[src/rtl/ai_accel_task_responder.sv]
// Accelerator bus slave: register file, status/count registers and an
// in-order task queue feeding a single compute engine.
module ai_accel_task_responder #(
    parameter int ADDR_WIDTH  = 32,
    parameter int DATA_WIDTH  = 64,
    parameter int QUEUE_DEPTH = 4
) (
    input  logic                    clk,
    input  logic                    rst,
    input  logic [ADDR_WIDTH-1:0]   addr,
    input  logic [DATA_WIDTH-1:0]   wdata,
    input  logic                    req,
    input  logic                    we,
    input  logic [DATA_WIDTH/8-1:0] be,
    output logic [DATA_WIDTH-1:0]   rdata,
    output logic                    ready,
    output logic                    error,
    input  logic                    task_valid,
    input  logic [7:0]              task_id,
    input  logic [7:0]              task_type,
    output logic                    task_ready,
    output logic                    task_done,
    output logic                    eng_valid,
    output logic [7:0]              eng_id,
    output logic [7:0]              eng_type,
    input  logic                    eng_ready,
    input  logic                    eng_done
);
    localparam int BW   = DATA_WIDTH / 8;
    localparam int PW   = $clog2(QUEUE_DEPTH);
    localparam int CW   = PW + 1;
    localparam int NREG = 6;

    typedef enum logic {A_IDLE, A_RESP} acc_state_e;
    typedef enum logic [1:0] {D_IDLE, D_ISSUE, D_WAIT} dsp_state_e;

    acc_state_e            acc_state_q, acc_state_d;
    logic [DATA_WIDTH-1:0] rdata_q, rdata_d;
    logic                  error_q, error_d;
    logic [DATA_WIDTH-1:0] regs_q [NREG];
    logic [DATA_WIDTH-1:0] regs_d [NREG];

    dsp_state_e            dsp_state_q, dsp_state_d;
    logic [7:0]            q_id_q   [QUEUE_DEPTH];
    logic [7:0]            q_id_d   [QUEUE_DEPTH];
    logic [7:0]            q_type_q [QUEUE_DEPTH];
    logic [7:0]            q_type_d [QUEUE_DEPTH];
    logic [PW-1:0]         wr_ptr_q, wr_ptr_d;
    logic [PW-1:0]         rd_ptr_q, rd_ptr_d;
    logic [CW-1:0]         count_q, count_d;
    logic [7:0]            fly_id_q, fly_id_d;
    logic [7:0]            last_id_q, last_id_d;
    logic [DATA_WIDTH-1:0] done_cnt_q, done_cnt_d;
    logic                  task_done_q, task_done_d;

    logic [2:0]            idx;
    logic                  addr_bad;
    logic                  acc_err;
    logic                  busy;
    logic                  can_accept;
    logic                  push;
    logic                  pop;
    logic [DATA_WIDTH-1:0] status_word;
    logic [DATA_WIDTH-1:0] rd_word;

    assign idx        = addr[5:3];
    assign addr_bad   = (addr[2:0] != 3'd0) || (addr[ADDR_WIDTH-1:6] != '0);
    assign acc_err    = addr_bad || (we && idx >= 3'd6);
    assign busy       = dsp_state_q != D_IDLE;
    assign can_accept = !rst && (count_q < CW'(QUEUE_DEPTH));
    assign push       = task_valid && can_accept;
    assign pop        = (dsp_state_q == D_ISSUE) && eng_ready;

    assign status_word = {{(DATA_WIDTH-24){1'b0}}, 8'(count_q), 7'd0,
                          busy, last_id_q};

    always_comb begin
        rd_word = '0;
        if (idx == 3'd6)
            rd_word = status_word;
        else if (idx == 3'd7)
            rd_word = done_cnt_q;
        else
            rd_word = regs_q[idx];
    end

    // Register access FSM: state register
    always_ff @(posedge clk) begin
        if (rst)
            acc_state_q <= A_IDLE;
        else
            acc_state_q <= acc_state_d;
    end

    // Register access FSM: next state, captured response, register writes
    always_comb begin
        acc_state_d = acc_state_q;
        rdata_d     = rdata_q;
        error_d     = error_q;
        regs_d      = regs_q;
        case (acc_state_q)
            A_IDLE: begin
                if (req) begin
                    acc_state_d = A_RESP;
                    error_d     = acc_err;
                    rdata_d     = (acc_err || we) ? '0 : rd_word;
                    if (we && !acc_err) begin
                        for (int i = 0; i < NREG; i++) begin
                            if (idx == 3'(i)) begin
                                for (int k = 0; k < BW; k++) begin
                                    if (be[k])
                                        regs_d[i][8*k +: 8] = wdata[8*k +: 8];
                                end
                            end
                        end
                    end
                end
            end
            default: acc_state_d = A_IDLE;
        endcase
    end

    // Register access FSM: outputs (pending response dropped under reset)
    always_comb begin
        ready = 1'b0;
        error = 1'b0;
        rdata = '0;
        if (acc_state_q == A_RESP && !rst) begin
            ready = 1'b1;
            error = error_q;
            rdata = rdata_q;
        end
    end

    // Dispatch FSM: state register
    always_ff @(posedge clk) begin
        if (rst)
            dsp_state_q <= D_IDLE;
        else
            dsp_state_q <= dsp_state_d;
    end

    // Dispatch FSM: next state plus queue bookkeeping
    always_comb begin
        dsp_state_d = dsp_state_q;
        q_id_d      = q_id_q;
        q_type_d    = q_type_q;
        wr_ptr_d    = wr_ptr_q;
        rd_ptr_d    = rd_ptr_q;
        fly_id_d    = fly_id_q;
        last_id_d   = last_id_q;
        done_cnt_d  = done_cnt_q;
        task_done_d = 1'b0;
        if (push) begin
            q_id_d[wr_ptr_q]   = task_id;
            q_type_d[wr_ptr_q] = task_type;
            wr_ptr_d           = wr_ptr_q + PW'(1);
        end
        if (pop)
            rd_ptr_d = rd_ptr_q + PW'(1);
        count_d = count_q + CW'(push) - CW'(pop);
        case (dsp_state_q)
            D_IDLE: begin
                if (count_q != '0)
                    dsp_state_d = D_ISSUE;
            end
            D_ISSUE: begin
                if (eng_ready) begin
                    dsp_state_d = D_WAIT;
                    fly_id_d    = q_id_q[rd_ptr_q];
                end
            end
            D_WAIT: begin
                if (eng_done) begin
                    dsp_state_d = D_IDLE;
                    last_id_d   = fly_id_q;
                    done_cnt_d  = done_cnt_q + DATA_WIDTH'(1);
                    task_done_d = 1'b1;
                end
            end
            default: dsp_state_d = D_IDLE;
        endcase
    end

    // Dispatch FSM: outputs
    always_comb begin
        task_ready = can_accept;
        task_done  = task_done_q && !rst;
        eng_valid  = (dsp_state_q == D_ISSUE) && !rst;
        eng_id     = 8'd0;
        eng_type   = 8'd0;
        if (eng_valid) begin
            eng_id   = q_id_q[rd_ptr_q];
            eng_type = q_type_q[rd_ptr_q];
        end
    end

    always_ff @(posedge clk) begin
        if (rst) begin
            rdata_q     <= '0;
            error_q     <= 1'b0;
            regs_q      <= '{default: '0};
            q_id_q      <= '{default: '0};
            q_type_q    <= '{default: '0};
            wr_ptr_q    <= '0;
            rd_ptr_q    <= '0;
            count_q     <= '0;
            fly_id_q    <= '0;
            last_id_q   <= '0;
            done_cnt_q  <= '0;
            task_done_q <= 1'b0;
        end else begin
            rdata_q     <= rdata_d;
            error_q     <= error_d;
            regs_q      <= regs_d;
            q_id_q      <= q_id_d;
            q_type_q    <= q_type_d;
            wr_ptr_q    <= wr_ptr_d;
            rd_ptr_q    <= rd_ptr_d;
            count_q     <= count_d;
            fly_id_q    <= fly_id_d;
            last_id_q   <= last_id_d;
            done_cnt_q  <= done_cnt_d;
            task_done_q <= task_done_d;
        end
    end

endmodule

[config.mk]
export PLATFORM = sky130hd
export DESIGN_NAME = ai_accel_task_responder
export DESIGN_NICKNAME = d
export VERILOG_FILES = /design/src/rtl/ai_accel_task_responder.sv
export SDC_FILE = /design/constraint.sdc
export NUM_CORES = 2
export LEC_CHECK = 0
export CAP_MARGIN = 20
export CORE_AREA = 2 2 194 272
export DETAILED_ROUTE_END_ITERATION = 6
export DIE_AREA = 0 0 196 274
export PLACE_DENSITY = 0.82
export RECOVER_POWER = 100
export SYNTH_ARGS = -nofsm -noshare
export SYNTH_HDL_FRONTEND = slang
export SYNTH_SLANG_ARGS = --single-unit
[constraint.sdc]
create_clock -name clk -period 2.9 [get_ports clk]
set_input_delay 0.435 -clock clk [delete_from_list [all_inputs] [get_ports clk]]
set_output_delay 0.435 -clock clk [all_outputs]
set_load 0.005 [all_outputs]
## Word level (Yosys, flattened, before mapping)

Index checks and enable logic that the tools add are counted.
W data, S select, Z words.

| word-level totals | value |
|---|---|
| register bits | 604 |
| output and inout bits | 85 |
| logic and storage cells | 196 |
| input bits | 127 |

| cells by class | value |
|---|---|
| equality and inequality tests | 12 |
| bitwise logic cells | 5 |
| muxes and demuxes | 27 |
| reductions and logical operators | 74 |
| $add $sub $neg | 5 |
| $lt $le $gt $ge | 6 |

Operator list:

| operator | number |
|---|---|
| $mux W64 | 6 |
| $reduce_and A5 Y1 | 48 |
| $bmux W64 S3 | 1 |
| $add A64 B1 Y64 const B | 1 |
| $bwmux W32 | 2 |
| $mux W8 | 7 |
| $bmux W8 S2 | 2 |
| $reduce_bool A26 Y1 | 1 |
| $demux W8 S2 | 1 |
| $eq A3 B3 Y1 const B | 4 |
| $ge A3 B3 Y1 const B | 3 |
| $logic_and A1 B1 Y1 | 9 |
| $eq A3 B2 Y1 const B | 2 |
| $mux W2 | 3 |
| $ne A2 B2 Y1 const B | 3 |
| $not A2 Y3 | 2 |
| $pmux W2 S3 | 1 |
| $reduce_and A2 Y1 | 3 |
| $reduce_bool A3 Y1 | 2 |
| $add A2 B1 Y2 const B | 2 |
| $ge A4 B4 Y1 const B | 1 |
| $mux W1 | 4 |
| $not A3 Y4 | 1 |
| $reduce_or A2 Y1 | 2 |
| other kinds (14) | 18 |

## Depth between registers and ports, before layout

| logic depth | value |
|---|---|
| depth in word-level cells | 7 |
| depth in mapped cells | 11 |
| mapped depth without buffers | 9 |

## Worst setup path after synthesis

Ideal clock, no wire load.

| path | value |
|---|---|
| path type | reg2reg |
| from | register done_cnt_q[0] |
| to | register done_cnt_q[58] |
| path buffers | 2 |
| path slack | 0.248 ns |
| cell stages (with the launch flop) | 9 |
| data arrival time | 2.581 ns |
| cells stage by stage | dfxtp_1 -> ha_1 -> nand3_1 -> or4_1 -> buf_2 -> or4b_4 -> buf_6 -> or4_1 -> a21oi_1 |

| between the ends | value |
|---|---|
| longest elaborated chain between the ends | 1 |

Ends and longest elaborated chain:

| element | RTL line | RTL |
|---|---|---|
| from (decl) | 53 | `logic [DATA_WIDTH-1:0] done_cnt_q, done_cnt_d;` |
| from (signal assigned) | 223 | `done_cnt_q <= done_cnt_d;` |
| $add A64 B1 Y64 | 177 | `done_cnt_d = done_cnt_q + DATA_WIDTH'(1);` |

No other way between the ends.
A chain may end at the register's enable or synchronous reset.

## Worst setup path in the final report

| path | value |
|---|---|
| from | register rd_ptr_q[0] |
| to | output port eng_type[0] |

| between the ends | value |
|---|---|
| longest elaborated chain between the ends | 5 |

Ends and longest elaborated chain:

| element | RTL line | RTL |
|---|---|---|
| from (decl) | 49 | `logic [PW-1:0] rd_ptr_q, rd_ptr_d;` |
| from (signal assigned) | 219 | `rd_ptr_q <= rd_ptr_d;` |
| $not A2 Y3 (implied by the code) | 194 | `eng_type = q_type_q[rd_ptr_q];` |
| $bmux W8 S2 | 194 |  |
| $mux W8 (implied by the code) (2 in series) | 194 |  |
| $mux W8 | 192 | `if (eng_valid) begin` |
| to (decl) | 25 | `output logic [7:0] eng_type,` |

No other way between the ends. The select of a mux whose other input is x is not followed.

==> results.yml <==
run_status:
  outcome: "complete, but fails checks"
  violations: "design-rule violations"
placement:
  dpl.hpwl_mm: 49.36
  gp_congestion: 0.8462
  place_area_mm2: 0.03008
  portBuffers: 211
setup_path:
  critPathLaunchType: "register"
  cp.required_ns: 2.47
  arrival_ns: 2.38
  slowest_delay_ns: 0.52
  reg2reg_to: "done_cnt_q[56]"
  worstReg2RegStart: "done_cnt_q[0]"
  crit_cells: 4
  r2r_cells: 7
  cp-endpoint: "eng_type[0]"
  crit_fanout: 9
  critPathBufInv: 2
  crit_type: "reg -> out"
  worstSetupEndpointType: "primary output"
  critPathSlowestCell: "mux4_2"
  cp_cell_sequence: "buf_4, mux4_2, and3_1, clkdlybuf4s50_1"
  reg2reg_slack_ns: 0.15
  critPathTopFamily: "buffers and inverters"
  critPathLaunch: "rd_ptr_q[0]"
synthesis:
  synth_flop_cell: "dfxtp_1"
  syn_area_mm2: 0.02684
  synthArstFlopShare: 0
  yosysTopAreaCellShare: 0.4505
  synth_compound_area_frac: 0.06302
  synthMuxAreaShare: 0.2574
  synth_top_family_by_area: "multiplexers"
  synth_seq_area_share: 0.4505
  ys_ff_latch: 604
  synth_edf_count: 0
  yosys-top-cells-area: "dfxtp_1 (45%), mux2i_1 (16%), mux4_2 (6.8%)"
  synth_common_cells: "dfxtp_1 (604), nor2_1 (456), mux2i_1 (437), nand2_1 (271), clkbuf_1 (147)"
  synth_nets: 2863
  synth_cell_types: 44
  synthMostInstantiatedCell: "dfxtp_1"
  synth_warnings: 0
  synth_xor_area_frac: 0.01371
  syn-instance-count: 2728
  synthAdderAreaFrac: 0.004009
  netlist.top_cell.by_area: "dfxtp_1"
  synth_simple_gate_area_frac: 0.1836
  syn_area_per_cell_um2: 9.839
sta:
  period_share: 0.9718
  slew_headroom: 0.07181
  setup_viol: 0
  hold_viol: 0
  drv_slew: 0
  worstMarginPinSlew_ns: 1.392
  rsz0062_at_grt: "no"
  finalClockSkew_ns: 0.01238
  max_freq_ghz: 0.3548
  fin_crit_ns: 2.818
cells_and_area:
  nets: 3051
  area_delta_synth_final_pct: 17.25
  n_fill_cell: 4152
  drive_above_1_share: 0.1170
  finalInstanceArea_mm2: 0.03147
  multi_input_comb_area_mm2: 0.01369
  register_area_mm2: 0.01209
die:
  dieArea_mm2: 0.05370
  std_cell_rows: 99
  core_mm2: 0.05153
  io-pin-count: 212
  start_util: 0.5209
  die_width_um: 196
  die_h_um: 274
cts:
  cts_tree: "done"
  cts_max_path_buffers: 3
  cts_max_level: 2
  cts_root_buf: "clkbuf_16"
  worstSkewPairLatency_ns: 0.60
  clkSinkCount: 604
  ctsHoldBuffers: 0
  clkSlewWorstSetupHoldPaths_ns: 0.07
  numCtsBuffers: 54
route:
  num_vias: 21479
  wl_mm: 74.43
  wl_per_cell_um: 20.58
  drt_iter0_drc: 1478
  ant_nets: 0
  drtPass1Iterations: 7
  drc: 11
  via_per_inst: 5.940
global_routing:
  grt_pass1_wl_mm: 117.2
  antenna_found_initial: 3
  grt_usage: 0.2718
  grt_pass1_vias: 22243
  grt_max_degree: 198
  overflow: 0
pwr:
  p_total_mw: 17.39
  power_density_mw_per_mm2: 552.5
  p_leak_nw: 10.75
  ir_drop_uv: 569.9
flow_run:
  max_cap_violations: 0
worst_hold_path:
  hp-class: "in -> reg"
how the worst min path moves through the flow:
stage | start | to | slack (ns) | depth (start not counted)
3_3_place_gp | rdata_q[37] | rdata_q[37] | 0.43 | 2
3_5_place_dp | rdata_q[34] | rdata_q[34] | 0.44 | 2
4_1_cts | rst | q_type_q[0] | 0.10 | 2
6_report | rst | q_type_q[23] | 0.26 | 2
2_1_floorplan | rdata_q[0] | rdata_q[0] | 0.42 | 2
5_1_grt | rst | q_type_q[15] | 0.25 | 2
placed cells by master (no fill, tap or decap), types with 5 or more instances in the layout:
master / netlist / layout
nand4_1: 34 / 34
nor3_1: 8 / 8
bufinv_16: 0 / 9
mux2i_1: 437 / 437
xor2_1: 23 / 23
clkbuf_8: 0 / 8
dlygate4sd3_1: 0 / 36
nor4_1: 20 / 60
nand3_1: 19 / 19
nor4_2: 39 / 6
o21ai_0: 81 / 81
ha_1: 7 / 7
mux4_2: 81 / 81
and3_1: 27 / 27
clkinv_2: 0 / 10
clkbuf_16: 0 / 55
clkdlybuf4s50_1: 0 / 171
or3_1: 20 / 20
and2_0: 0 / 32
o31ai_1: 8 / 8
nor2b_1: 8 / 8
clkbuf_2: 0 / 30
and2_1: 69 / 37
and4_1: 5 / 5
a21oi_1: 129 / 129
dfxtp_1: 604 / 603
a22o_1: 52 / 52
nand2_1: 271 / 271
xnor2_1: 19 / 19
a22oi_1: 11 / 11
nor2_1: 456 / 454
inv_1: 19 / 19
or4_1: 11 / 11
mux2_2: 63 / 63
buf_12: 0 / 12
clkinvlp_4: 0 / 5
buf_4: 0 / 43
clkbuf_1: 147 / 16
report_power, final:
| group | switching (mW) | internal, mW |
|---|---|---|
| logic | 0.760 | 0.491 |
| clock network | 3.23 | 4.49 |
| registers | 0.0566 | 8.36 |
| total | 4.04 | 13.3 |
state kept, by name, summed over array words and instances (netlist names), 2 cells and up:
| name | cells |
|---|---|
| q_type_q | 32 |
| rdata_q | 64 |
| regs_q | 384 |
| fly_id_q | 8 |
| wr_ptr_q | 2 |
| done_cnt_q | 64 |
| rd_ptr_q | 2 |
| dsp_state_q | 2 |
| q_id_q | 32 |
| last_id_q | 8 |
| count_q | 3 |
stage by stage:
step	hold WS [ns]	instances	worst slack, ns	utilization	setup TNS [ns]
6_report	0.2557	3616	0.08168	0.6107	0
5_1_grt	0.2495	3616	0.01418	0.6107	0
4_1_cts	0.1020	3612	0.01185	0.6208	0
3_5_place_dp	0.4368	3514	-0.1650	0.5837	-27.01
3_3_place_gp	0.4253	3514	-0.09039	0.5837	-6.721
2_1_floorplan	0.4167	2728	0.2484	-	0
worst reg2reg max path, stage by stage (launching register included):
cell and delay (ns):
dfxtp_1 0.45, ha_1 0.21, nand3_1 0.13, or4_1 0.59
or4b_1 0.56, buf_4 0.22, or3_1 0.35, a21oi_1 0.16
final cells by class:
type / count / area share
repair buffers: 308 / 0.09152
diodes: 2 / 0.0001590
inverters: 19 / 0.002266
well taps: 656 / 0.02608
flip-flops and latches: 604 / 0.3843
clock buffers: 70 / 0.04807
clock inverters: 28 / 0.01248
multi-input cells: 1929 / 0.4352
logic make-up (layout without fill, tap and decap cells):
| group | count (synthesis) | in the layout |
|---|---|---|
| flops | 604 | 604 |
| buf+inv | 195 | 425 |
| compound gates | 286 | 286 |
| simple gates | 1012 | 1012 |
| mux | 581 | 581 |
| xor+xnor | 42 | 42 |
| other cells | 0 | 2 |
| fa+ha+maj | 8 | 8 |
layer usage:
metal	vias up	track usage	routed length, µm
li1	9957	-	-
met1	10575	0.3062	28080
met2	765	0.5031	38720
met3	180	0.04551	4715
met4	2	0.1190	2901
met5	-	0	16
repair_timing:
action                     4_1_cts  5_1_grt
buffers inserted                 0        1
gates resized for setup          2        2
gates cloned                     0        1
pin swaps                        0        0
setup endpoints to repair       16        7
No activity file was read; power rests on OpenSTA's default activity.
